===== config.mk =====
export PLATFORM = sky130hd
export DESIGN_NAME = inst_prefetch_buffer
export DESIGN_NICKNAME = d
export VERILOG_FILES = /design/src/rtl/inst_prefetch_buffer.sv
export SDC_FILE = /design/constraint.sdc
export NUM_CORES = 1
export LEC_CHECK = 0
export ABC_CLOCK_PERIOD_IN_PS = 3400
export BUFFER_PORTS_ARGS = -buffer_cell sky130_fd_sc_hd__clkbuf_2
export CAP_MARGIN = 20
export CORE_ASPECT_RATIO = 1.2
export CORE_MARGIN = 3
export CORE_UTILIZATION = 35
export CTS_BUF_LIST = sky130_fd_sc_hd__clkbuf_4 sky130_fd_sc_hd__clkbuf_8
export CTS_CLUSTER_DIAMETER = 200
export DETAILED_ROUTE_END_ITERATION = 7
export GPL_TIMING_DRIVEN = 1
export PLACE_DENSITY_LB_ADDON = 0.08
export RECOVER_POWER = 50
export SETUP_SLACK_MARGIN = 0.4
export SKIP_CTS_REPAIR_TIMING = 1
export SLEW_MARGIN = 20
export SYNTH_ARGS = -nofsm -noshare
export SYNTH_HDL_FRONTEND = slang
export SYNTH_SLANG_ARGS = --single-unit

===== constraint.sdc =====
create_clock -name clk -period 3.4 [get_ports clk]
set_input_delay 0.51 -clock clk [delete_from_list [all_inputs] [get_ports clk]]
set_output_delay 0.51 -clock clk [all_outputs]
set_load 0.05 [all_outputs]

===== src/rtl/inst_prefetch_buffer.sv =====
// Instruction prefetch queue: sequential req/ack fetches into a DEPTH-entry ring, redirect flush, halt stop.
// Optional same-cycle ack-to-core bypass when the queue is empty: define PREFETCH_BYPASS_EN.
module inst_prefetch_buffer #(
  parameter int unsigned DEPTH    = 4,
  parameter logic [31:0] RESET_PC = 32'h0000_0000,
  parameter logic [31:0] NOP_INST = 32'h0000_0013
) (
  input  logic        clk,
  input  logic        rst,
  input  logic        redirect_valid,
  input  logic [31:0] redirect_pc,
  input  logic        stall,
  output logic [31:0] inst_out,
  output logic [31:0] inst_pc,
  output logic        inst_valid,
  output logic        imem_req,
  output logic [31:0] imem_addr,
  input  logic        imem_ack,
  input  logic [31:0] imem_rdata,
  output logic        fetch_halted
);

  localparam int unsigned AW = $clog2(DEPTH);
  localparam int unsigned CW = AW + 1;
  localparam logic [CW-1:0] DEPTH_C = CW'(DEPTH);

  typedef enum logic [1:0] {S_IDLE, S_WAIT, S_DISCARD} state_e;

  state_e        state_q, state_d;
  logic [31:0]   fetch_pc_q, fetch_pc_d;
  logic [31:0]   addr_q, addr_d;
  logic          halted_q, halted_d;
  logic [AW-1:0] rd_ptr_q, rd_ptr_d;
  logic [AW-1:0] wr_ptr_q, wr_ptr_d;
  logic [CW-1:0] count_q, count_d;

  logic [31:0]   pc_mem_q   [DEPTH];
  logic [31:0]   inst_mem_q [DEPTH];

  logic accept, bypass, push, pop, head_valid;

  assign head_valid = (count_q != '0);
  assign accept     = (state_q == S_WAIT) && imem_ack && !redirect_valid;

`ifdef PREFETCH_BYPASS_EN
  assign bypass = (count_q == '0) && accept;
`else
  assign bypass = 1'b0;
`endif

  // A bypassed word that the core takes this cycle never enters the queue.
  assign push = accept && !(bypass && !stall);
  assign pop  = head_valid && !stall;

  always_comb begin
    state_d   = state_q;
    addr_d    = addr_q;
    imem_req  = 1'b0;
    imem_addr = fetch_pc_q;
    unique case (state_q)
      S_IDLE: begin
        // Request is held low while rst is asserted so the reset outputs are quiet.
        if (!rst && !halted_q && (count_q < DEPTH_C) && !redirect_valid) begin
          imem_req = 1'b1;
          addr_d   = fetch_pc_q;
          state_d  = S_WAIT;
        end
      end
      S_WAIT: begin
        imem_req  = 1'b1;
        imem_addr = addr_q;
        if (imem_ack)            state_d = S_IDLE;
        else if (redirect_valid) state_d = S_DISCARD;
      end
      S_DISCARD: begin
        imem_req  = 1'b1;
        imem_addr = addr_q;
        if (imem_ack) state_d = S_IDLE;
      end
      default: state_d = S_IDLE;
    endcase
  end

  always_comb begin
    fetch_pc_d = fetch_pc_q;
    halted_d   = halted_q;
    rd_ptr_d   = rd_ptr_q;
    wr_ptr_d   = wr_ptr_q;
    count_d    = count_q;
    if (redirect_valid) begin
      rd_ptr_d   = wr_ptr_q;
      count_d    = '0;
      fetch_pc_d = redirect_pc;
      halted_d   = 1'b0;
    end else begin
      if (accept) begin
        fetch_pc_d = fetch_pc_q + 32'd4;
        if (imem_rdata[6:0] == 7'b0000000) halted_d = 1'b1;
      end
      if (push) wr_ptr_d = wr_ptr_q + AW'(1);
      if (pop)  rd_ptr_d = rd_ptr_q + AW'(1);
      if (push && !pop)      count_d = count_q + CW'(1);
      else if (!push && pop) count_d = count_q - CW'(1);
    end
  end

  // NOTE: state registers use non-blocking assignments so every flop samples pre-edge values.
  always_ff @(posedge clk or posedge rst) begin
    if (rst) begin
      state_q    <= S_IDLE;
      fetch_pc_q <= RESET_PC;
      addr_q     <= RESET_PC;
      halted_q   <= 1'b0;
      rd_ptr_q   <= '0;
      wr_ptr_q   <= '0;
      count_q    <= '0;
    end else begin
      state_q    <= state_d;
      fetch_pc_q <= fetch_pc_d;
      addr_q     <= addr_d;
      halted_q   <= halted_d;
      rd_ptr_q   <= rd_ptr_d;
      wr_ptr_q   <= wr_ptr_d;
      count_q    <= count_d;
    end
  end

  // NOTE: queue storage is not reset; count_q gates every read so stale words are never visible.
  always_ff @(posedge clk) begin
    if (push) begin
      pc_mem_q[wr_ptr_q]   <= addr_q;
      inst_mem_q[wr_ptr_q] <= imem_rdata;
    end
  end

  always_comb begin
    inst_valid = head_valid;
    inst_out   = head_valid ? inst_mem_q[rd_ptr_q] : NOP_INST;
    inst_pc    = head_valid ? pc_mem_q[rd_ptr_q]   : 32'h0;
    if (bypass) begin
      inst_valid = 1'b1;
      inst_out   = imem_rdata;
      inst_pc    = addr_q;
    end
  end

  assign fetch_halted = halted_q;

endmodule


==> run metrics, run 1 <==
critical path launch point type flip-flop; Synth Register Bits 330; ys flop type edfxtp_1; Worst Hold Path Cells 3; Register Area 0.00955 mm^2; Die W 186 um; CTS Buffer Depth 3; area of the multi-input gates 0.00392 mm^2; Final Hold Viols 0; Post-Route WL 33.6 mm; WL per Instance 21.2 um; Initial Utilization 0.358; root buf cell clkbuf_8; Vias 7843; Cell Count, Final, Fillers Out 1585; Hold Startpoint redirect_pc[5]; most frequent cells in the layout 256 x edfxtp_1, 132 x clkbuf_2, 72 x dfrtp_1; P_int 0.00899 W; Worst-Skew Late Latency 0.60 ns; worst r2r path cells 6; flop2flop setup slack 0.64 ns; worst path arrival time 2.43 ns; syn_nets 880; yosys warns 0; antenna violations before repair 1; hold crit path type input pin to flip-flop; Net Switching 0.00681 W; CP max FO 40; Syn Area/Cell 17.0 um^2; Slew Limit Fails 38; Seq/Total Area, Yosys 0.698; VDD IR max 0.563 mV; Synth async-reset ratio 0.224; RSZ-0062 raised after global routing yes; CTS Buf Count 54; grt ovf 0; Total Neg Setup Slack 0 ns; critical path type flip-flop to primary output; Tmin final 2.94 ns; failing checks capacitance limit, slew limit; Tightest Pin Transition 1.74 ns; routability congestion estimate 0.746; global-route wire length before repair 51.1 mm; post-placement cell count 1475; clock skew 0.0167 ns; Flop pwr share 0.350; status finished with violations; row count 78; Min-Delay Endpoint fetch_pc_q[5]; CTS tree yes; nets@finish 1103; Initial DRC Count 419; clock-pin slew of the registers on the worst-case setup and hold paths 0.06 ns; reg2reg end fetch_pc_q[19]; EDFF count, synth 256; Power Density 963 mW/mm^2; Syn Inst Count 801; # port buffers 167; WP data required 2.89 ns; detailed-route DRC error count 0; CP endpoint kind primary output; Fill cells 3478; Detailed Routing Iterations Pass 1 6; overall power after layout 0.0158 W; most common cell after layout, fill and taps aside edfxtp_1; fraction of layout cells with a size suffix above 1 0.368; Antenna Nets Post-Route 0; max-cap violations 1; period utilisation layout 0.864; final core occ 0.430; Sw Share 0.431; Die Area 0.0414 mm^2; count of cell types in the netlist 44; Leak 5.86 nW; Reg-to-Reg Start state_q[1]; vias in the first global route 8198; num ports 168; Die Y 222 um; vias per std cell 4.95; Max Freq 340 MHz; final setup vio count 0; Sink Count 330; H-tree levels 2; Clk pwr share 0.205; Ant. Diodes 0; Logic pwr share 0.445; Area Overhead vs Synth 20.1%; Core ar. 0.0382 mm^2; share of the synthesized area in the top cell type 0.563; GR Util All Layers 0.160; Fin Hold WS 0.122 ns; DP HPWL 21.1 mm; Worst slew margin -0.168; largest net degree at the start of global routing 41; Synth area leader edfxtp_1; top cells by area, synth edfxtp_1 56%, dfrtp_1 14%, mux4_2 11%, mux2_2 4.7%, and2_1 2.9%; Mapped Area 0.0137 mm^2
## synthesized netlist by cell type, types with 9 or more instances
| master | count |
|---|---|
| a31oi_1 | 17 |
| and2_1 | 64 |
| clkbuf_1 | 32 |
| dfrtp_1 | 74 |
| edfxtp_1 | 256 |
| ha_1 | 9 |
| inv_1 | 16 |
| mux2_2 | 57 |
| mux4_2 | 64 |
| nand2_1 | 36 |
| nand3_1 | 13 |
| nor2_1 | 22 |
| nor3_1 | 10 |
| o21ai_0 | 28 |
| o31ai_1 | 12 |
| or4_1 | 13 |
| xnor2_1 | 11 |
## routing by layer
| layer | up-vias | wire (um) | global-route usage |
|---|---|---|---|
| met1 | 4003 | 14800 | 0.211 |
| met3 | 52 | 1560 | 0.0336 |
| met4 | 2 | 668 | 0.0451 |
| met5 | - | 20 | 0 |
| li1 | 3585 | - | - |
| met2 | 201 | 16600 | 0.270 |
## power by group through the flow
stage          combinational (W)  clock, W  sequential [W]
4_1_cts                  0.00688   0.00338         0.00562
3_5_place_dp             0.00687         0         0.00571
3_3_place_gp             0.00688         0         0.00570
6_report                 0.00703   0.00324         0.00552
2_1_floorplan            0.00525         0         0.00535
5_1_grt                  0.00749   0.00354         0.00560
## how the worst max path moves through the flow
stage           startpoint        endpoint  slack (ns)  cells past startpoint
2_1_floorplan   state_q[0]   imem_addr[11]        0.63                      5
3_3_place_gp    state_q[1]  fetch_pc_q[19]        0.78                      6
3_5_place_dp    state_q[1]  fetch_pc_q[29]        0.71                      6
4_1_cts        rd_ptr_q[0]     inst_out[4]        0.14                      4
5_1_grt         count_q[0]     inst_pc[30]        0.30                      6
6_report        count_q[2]      inst_pc[2]        0.46                      6
## worst max-delay path: stages (launching register included)
cell      delay [ns]
dfrtp_1         0.44
nor3_1          0.16
clkbuf_1        0.38
inv_2           0.06
buf_4           0.28
and2_1          0.24
clkbuf_2        0.24
## cell families after synthesis
logic type      after synthesis  share of synthesized area
fa+ha+maj                    10                    0.00971
flops                       330                      0.698
simple gates                191                     0.0783
mux                         123                      0.154
compound gates               74                     0.0337
buf+inv                      59                     0.0168
xor+xnor                     14                    0.00898
## state kept, by name, summed over array words and instances, names as in the netlist
register	flops
inst_mem_q	128
pc_mem_q	128
fetch_pc_q	32
count_q	3
wr_ptr_q	2
state_q	2
addr_q	32
fetch_halted	1
rd_ptr_q	2
## metrics by stage
| step | setup slack (ns) | cell area, um^2 |
|---|---|---|
| finish | 0.462 | 16400 |
| global route | 0.304 | 16400 |
| CTS | 0.137 | 16300 |
| detailed placement | 0.715 | 15300 |
| global placement | 0.781 | 15300 |
| floorplan | 0.631 | 13700 |
## area by class of cell
cell class                      instances  share of cell area
Clock buffer                           70              0.0534
Clock inverter                         27             0.00778
Inverter                               16             0.00374
Multi-Input combinational cell        412               0.239
Sequential cell                       330               0.582
Tap cell                              520              0.0397
Timing Repair Buffer                  210              0.0747
Power figures use the tool's default switching activity.
==> inputs of run 2 (changes only) <==
--- a/config.mk
+++ b/config.mk
@@ -5,7 +5,7 @@
 export SDC_FILE = /design/constraint.sdc
 export NUM_CORES = 1
 export LEC_CHECK = 0
-export ABC_CLOCK_PERIOD_IN_PS = 3400
+export ABC_CLOCK_PERIOD_IN_PS = 2700
 export BUFFER_PORTS_ARGS = -buffer_cell sky130_fd_sc_hd__clkbuf_2
 export CAP_MARGIN = 20
 export CORE_ASPECT_RATIO = 1.2
==> constraint.sdc (replaced) <==
create_clock -name clk -period 2.7 [get_ports clk]
set_input_delay 0.405 -clock clk [delete_from_list [all_inputs] [get_ports clk]]
set_output_delay 0.405 -clock clk [all_outputs]
set_load 0.05 [all_outputs]
==> run 2 against run 1 <==
Net effect:
- first-iteration DRC count grew 6.4%
- highest routed layer unchanged
- final cell count grew 2.3%
- the run still ends with capacitance limit, slew limit left
- utilization grew 5.3 points
- sequential share of layout area shrank 6.4 points
- design area grew 12%
- count of clock-buffer cells in the layout grew 13
- clock power grew 41%
==> run metrics, run 2 (synthesis gave the netlist of run 1 again) <==
worst stage delay on the critical path 0.52 ns (+0.08 ns); Slew Limit Fails 39 (+2.6%); critical path type flip-flop to primary output; CP top delay family buffers and inverters; critical path launch point type flip-flop; Tmin final 2.66 ns; Vias 8041 (+2.5%); Worst slew margin -0.255 (-0.0866); largest registers inst_mem_q (128), pc_mem_q (128); Die Area 0.0414 mm^2 (unchanged); vias in the first global route 8402 (+2.5%); num ports 168 (unchanged); VDD IR max 0.821 mV (+46%); status finished with violations; row count 78 (unchanged); flop2flop setup slack 0.14 ns (-0.50 ns); DP HPWL 21.1 mm (-0.14%); max-cap violations 1 (unchanged); Buf/Inv on CP 4 (unchanged); period utilisation layout 0.986; final core occ 0.483 (+0.0534); clock skew 0.0350 ns (+0.0183 ns); Top cell by count, worst path buf_6; most frequent cells in the layout 256 x edfxtp_1, 76 x buf_8, 72 x dfrtp_1; post-placement cell count 1484 (+0.61%); global-route wire length before repair 51.0 mm (-0.18%); final setup vio count 0 (unchanged); H-tree levels 2 (unchanged); nets@finish 1135 (+2.9%); antenna violations before repair 2 (+1); WP data required 2.30 ns (-0.59 ns); Antenna Nets Post-Route 0 (unchanged); Worst-Skew Late Latency 0.60 ns (about the same); CTS Buf Count 55 (+1.9%); Power Density 1330 mW/mm^2 (+38%); CTS Buffer Depth 3 (unchanged); GR Util All Layers 0.159 (-0.00130); Detailed Routing Iterations Pass 1 4 (-2); hold crit path type input pin to flip-flop; Die W 186 um (unchanged); Tightest Pin Transition 1.87 ns (+0.129 ns); CP endpoint kind primary output; clock-pin slew of the registers on the worst-case setup and hold paths 0.06 ns (about the same); Cell Count, Final, Fillers Out 1621 (+2.3%); largest net degree at the start of global routing 42 (+2.4%); Sink Count 330 (unchanged); RSZ-0062 raised after global routing yes; Die Y 222 um (unchanged); Initial Utilization 0.358 (unchanged); Initial DRC Count 446 (+6.4%); routability congestion estimate 0.751 (+0.59%); Fill cells 3295 (-5.3%); WL per Instance 21.8 um (+2.7%); Leak 6.75 nW (+15%); Max Freq 376 MHz; vias per std cell 4.96 (+0.25%); fraction of layout cells with a size suffix above 1 0.455 (+0.0874); Critical Path, Cell by Cell buf_6 -> buf_6 -> clkbuf_16 -> mux4_2 -> and2_4 -> buf_6; failing checks capacitance limit, slew limit; Area Overhead vs Synth 35.1%; Post-Route WL 35.3 mm (+5.0%); detailed-route DRC error count 0 (unchanged); root buf cell clkbuf_8; CP max FO 5 (-88%); worst path arrival time 2.26 ns (-0.17 ns); Final Hold Viols 0 (unchanged); Core ar. 0.0382 mm^2 (unchanged); CTS tree yes; # port buffers 167 (unchanged); slowest CP cell dfrtp_4; grt ovf 0 (unchanged); most common cell after layout, fill and taps aside edfxtp_1
run 2: path summary, 6_finish.rpt:
check | startpoint | endpoint | cells past startpoint
worst max-delay path | rd_ptr_q[0] | inst_pc[27] | 6
worst min-delay path | redirect_pc[9] | fetch_pc_q[9] | 3
worst max register to register | state_q[1] | fetch_pc_q[21] | 7
worst min register to register | fetch_pc_q[0] | fetch_pc_q[0] | 1
max in group asynchronous | rst | fetch_pc_q[21] | 4
min in group asynchronous | rst | state_q[0] | 3
run 2: layout make-up:
class                   count  area, um^2  share of cell area
flip-flops and latches    330        9550               0.518
multi-input cells         412        4260               0.231
repair buffers            241        2780               0.151
clock buffers              83        1010              0.0548
well taps                 520         651              0.0353
clock inverters            18         138             0.00746
inverters                  16        61.3             0.00332
diodes                      1        2.50            0.000136
run 2: report_power, final:
part / internal (W) / switching [W]
Combinational: 0.00614 / 0.00690
Clock: 0.00258 / 0.00198
Sequential: 0.00632 / 0.000604
run 2: worst register-to-register path: stages, from the launching register on:
cell,delay (ns)
dfrtp_1,0.39
inv_1,0.14
ha_1,0.27
nand4_1,0.22
or4_4,0.59
buf_6,0.18
or4_1,0.51
a31oi_1,0.16
run 2: per-layer routing:
metal,GRT usage,up-vias,part of all wire
li1,-,3647,-
met1,0.210,4107,0.43
met2,0.263,232,0.50
met3,0.0341,53,0.047
met4,0.0532,2,0.022
met5,0,-,0.00037
run 2: through the flow:
step / hold WS, ns / worst slack (ns) / instance area (um^2) / power (W) / TNS (ns)
6_report: 0.0295 / 0.0387 / 18400 / 0.0245 / 0
5_1_grt: 0.00931 / -0.0452 / 18400 / 0.0256 / -0.246
4_1_cts: -0.111 / -0.194 / 16700 / 0.0205 / -7.47
3_5_place_dp: 0.518 / 0.235 / 15500 / 0.0159 / 0
3_3_place_gp: 0.517 / 0.290 / 15500 / 0.0159 / 0
2_1_floorplan: 0.486 / 0.0360 / 13700 / 0.0134 / 0
==> inputs of run 3 (changes only) <==
--- a/config.mk
+++ b/config.mk
@@ -5,12 +5,13 @@
 export SDC_FILE = /design/constraint.sdc
 export NUM_CORES = 1
 export LEC_CHECK = 0
+export ABC_AREA = 1
 export ABC_CLOCK_PERIOD_IN_PS = 2700
 export BUFFER_PORTS_ARGS = -buffer_cell sky130_fd_sc_hd__clkbuf_2
 export CAP_MARGIN = 20
 export CORE_ASPECT_RATIO = 1.2
 export CORE_MARGIN = 3
-export CORE_UTILIZATION = 35
+export CORE_UTILIZATION = 50
 export CTS_BUF_LIST = sky130_fd_sc_hd__clkbuf_4 sky130_fd_sc_hd__clkbuf_8
 export CTS_CLUSTER_DIAMETER = 200
 export DETAILED_ROUTE_END_ITERATION = 7
==> run 3 against run 2 <==
Net effect:
- the flow now finishes without violations
- hold slack gained 0.027 ns
- combinational power down 17%
- die area down 26%
- synthesized cell count up 72%
- power down 11%
- largest power group unchanged
- final cell count grew 22%
- utilization up 12 points
- critical endpoint is now imem_addr[23]
- via count rose by 29%
==> run metrics, run 3 <==
post-placement cell count 1881 (+27%); root buf cell clkbuf_8; detailed-route DRC error count 0 (unchanged); Worst-Skew Late Latency 0.56 ns (-0.04 ns); row count 67 (-14%); Mapped Area 0.0142 mm^2 (+4.2%); Sink Count 330 (unchanged); Net Switching 0.0103 W (+8.9%); mux cell area share after synthesis 0 (-0.154); # port buffers 167 (unchanged); CTS Buf Count 51 (-7.3%); CP max FO 32 (+27); GR Util All Layers 0.224 (+0.0649); Leak 6.57 nW (-2.7%); Synth Area in Compound Gates 0.105 (+0.0713); largest family of logic cells by synthesized area simple AND/OR/NAND/NOR gates; most common cell after layout, fill and taps aside nor2_1; final core occ 0.606 (+0.123); CP top delay family buffers and inverters; VDD IR max 0.974 mV (+19%); Hold Startpoint redirect_pc[1]; routability congestion estimate 0.905 (+21%); Antenna Nets Post-Route 0 (unchanged); CP Depth 5 (-1); H-tree levels 2 (unchanged); cell with the most instances after synthesis nor2_1; flop2flop setup slack 0.31 ns (+0.17 ns); yosys warns 0 (unchanged); Synth area leader edfxtp_1; Max Freq 381 MHz (+1.4%); Initial Utilization 0.508 (+0.150); Flop pwr share 0.322 (+0.040); grt ovf 0 (unchanged); Fill cells 2436 (-26%); num ports 168 (unchanged); reg2reg end count_q[2]; WL per Instance 17.9 um (-18%); Vias 10400 (+29%); hold crit path type input pin to flip-flop; top cells by count, synth 300 x nor2_1, 256 x edfxtp_1, 223 x nand2_1; WP data required 2.30 ns (about the same); post-synthesis xor/xnor area fraction 0.00923 (+0.000251); Final Hold Viols 0 (unchanged); Seq/Total Area, Yosys 0.670 (-0.0283); most frequent cells in the layout 298 x nor2_1, 256 x edfxtp_1, 223 x nand2_1; Cell Count, Final, Fillers Out 1978 (+22%); P_int 0.0116 W (-23%); global-route wire length before repair 54.5 mm (+6.9%); Post-DP Area 0.0157 mm^2 (+0.84%); clock-pin slew of the registers on the worst-case setup and hold paths 0.06 ns (about the same); Sw Share 0.471 (+0.0844); vias in the first global route 10100 (+20%); CTS Buffer Depth 3 (unchanged); fraction of layout cells with a size suffix above 1 0.176 (-0.280); CP endpoint imem_addr[23]; CP endpoint kind primary output; final setup vio count 0 (unchanged); worst stage delay on the critical path 0.41 ns (-0.11 ns); Design Area, Final 0.0170 mm^2 (-8.0%); largest net degree at the start of global routing 79 (+88%); Worst Setup SP state_q[0]; Die W 160 um (-14%); critical path launch point type flip-flop; Synth async-reset ratio 0.224 (unchanged); clock skew 0.0184 ns (-0.0165 ns); Tmin final 2.62 ns (-0.0369 ns); Syn Area/Cell 10.3 um^2 (-39%); Logic pwr share 0.491 (-0.041); Buf/Inv on CP 3 (-1); Core ar. 0.0280 mm^2 (-27%); Ant. Diodes 0 (-1); Syn Inst Count 1379 (+72%); slowest CP cell dfrtp_1; worst path arrival time 2.22 ns (-0.04 ns); Total Neg Setup Slack 0 ns (unchanged); period utilisation layout 0.972 (-0.0137); critical path type flip-flop to primary output; CTS tree yes; Worst slew margin 0.291 (+0.546); status completed; count of cell types in the netlist 35 (-20%); largest registers inst_mem_q (128), pc_mem_q (128); adder-cell area share of the yosys netlist 0.00932 (-0.000394); nets@finish 1641 (+45%); Slew Limit Fails 0 (-100%); Post-Route WL 35.4 mm (+0.28%); vias per std cell 5.23 (+5.5%); top cells by area, synth edfxtp_1 54%, dfrtp_1 13%, nor2_1 7.9%, o21ai_0 7.1%, nand2_1 5.9%; ys flop type edfxtp_1; Clk pwr share 0.187 (about the same); Die Y 191 um (-14%); Tightest Pin Transition 1.06 ns (-0.809 ns); syn_nets 1458 (+66%); Die Area 0.0305 mm^2 (-26%); Detailed Routing Iterations Pass 1 5 (+1); DP HPWL 22.0 mm (+4.3%); Fin Hold WS 0.0567 ns (+0.0272 ns); Reg-to-Reg Start state_q[1]; worst r2r path cells 8 (+1); Critical Path, Cell by Cell inv_1 -> ha_4 -> clkbuf_16 -> o21ai_0 -> buf_4; Power Density 1290 mW/mm^2 (-2.9%); Initial DRC Count 698 (+57%); antenna violations before repair 0 (-2); RSZ-0062 raised after global routing yes; max-cap violations 0 (-1); Synth Register Bits 330 (unchanged); EDFF count, synth 256 (unchanged); simple-gate portion of the synthesized area 0.164 (+0.0861); share of the synthesized area in the top cell type 0.540 (-0.0228); Area Overhead vs Synth 19.2%
run 3: layout make-up:
class	instances	area, um^2	area share
flip-flops and latches	330	9550	0.563
inverters	71	289	0.0170
clock inverters	20	143	0.00841
clock buffers	70	857	0.0505
multi-input cells	905	4170	0.246
repair buffers	203	1490	0.0875
well taps	379	474	0.0279
run 3: per-layer routing:
layer | vias to the layer above | part of all wire | global-route usage
met1 | 4965 | 0.44 | 0.308
met3 | 44 | 0.051 | 0.0339
li1 | 5046 | - | -
met5 | - | 0 | 0
met2 | 298 | 0.49 | 0.382
met4 | 0 | 0.015 | 0.0487
run 3: worst min path at each step:
stage / end / depth (start not counted)
3_5_place_dp: fetch_pc_q[31] / 2
5_1_grt: fetch_pc_q[14] / 3
2_1_floorplan: fetch_pc_q[31] / 2
3_3_place_gp: fetch_pc_q[31] / 2
6_report: fetch_pc_q[1] / 3
4_1_cts: addr_q[14] / 3
run 3: kinds of logic after synthesis:
| group | after synthesis |
|---|---|
| and+or+nand+nor | 589 |
| DFF | 330 |
| AOI/OAI and AO/OA | 291 |
| buffers and inverters | 144 |
| xor gates and xnor gates | 15 |
| adders and majority gates | 10 |
run 3: through the flow:
stage	setup WS (ns)	total power, W
5_1_grt	0.0348	0.0232
3_5_place_dp	0.392	0.0171
2_1_floorplan	0.0931	0.0143
4_1_cts	-0.203	0.0212
6_report	0.0756	0.0219
3_3_place_gp	0.418	0.0171
run 3: worst min-delay path, cell delays in order:
cell	delay (ns)
clkbuf_2	0.07
nand2_1	0.04
o21ai_0	0.06
run 3: power groups by stage:
stage / sequential [W] / combinational [W] / clock (W)
2_1_floorplan: 0.00688 / 0.00739 / 0
3_3_place_gp: 0.00714 / 0.00991 / 0
3_5_place_dp: 0.00718 / 0.00996 / 0
4_1_cts: 0.00708 / 0.00998 / 0.00418
5_1_grt: 0.00717 / 0.0116 / 0.00442
6_report: 0.00707 / 0.0108 / 0.00409
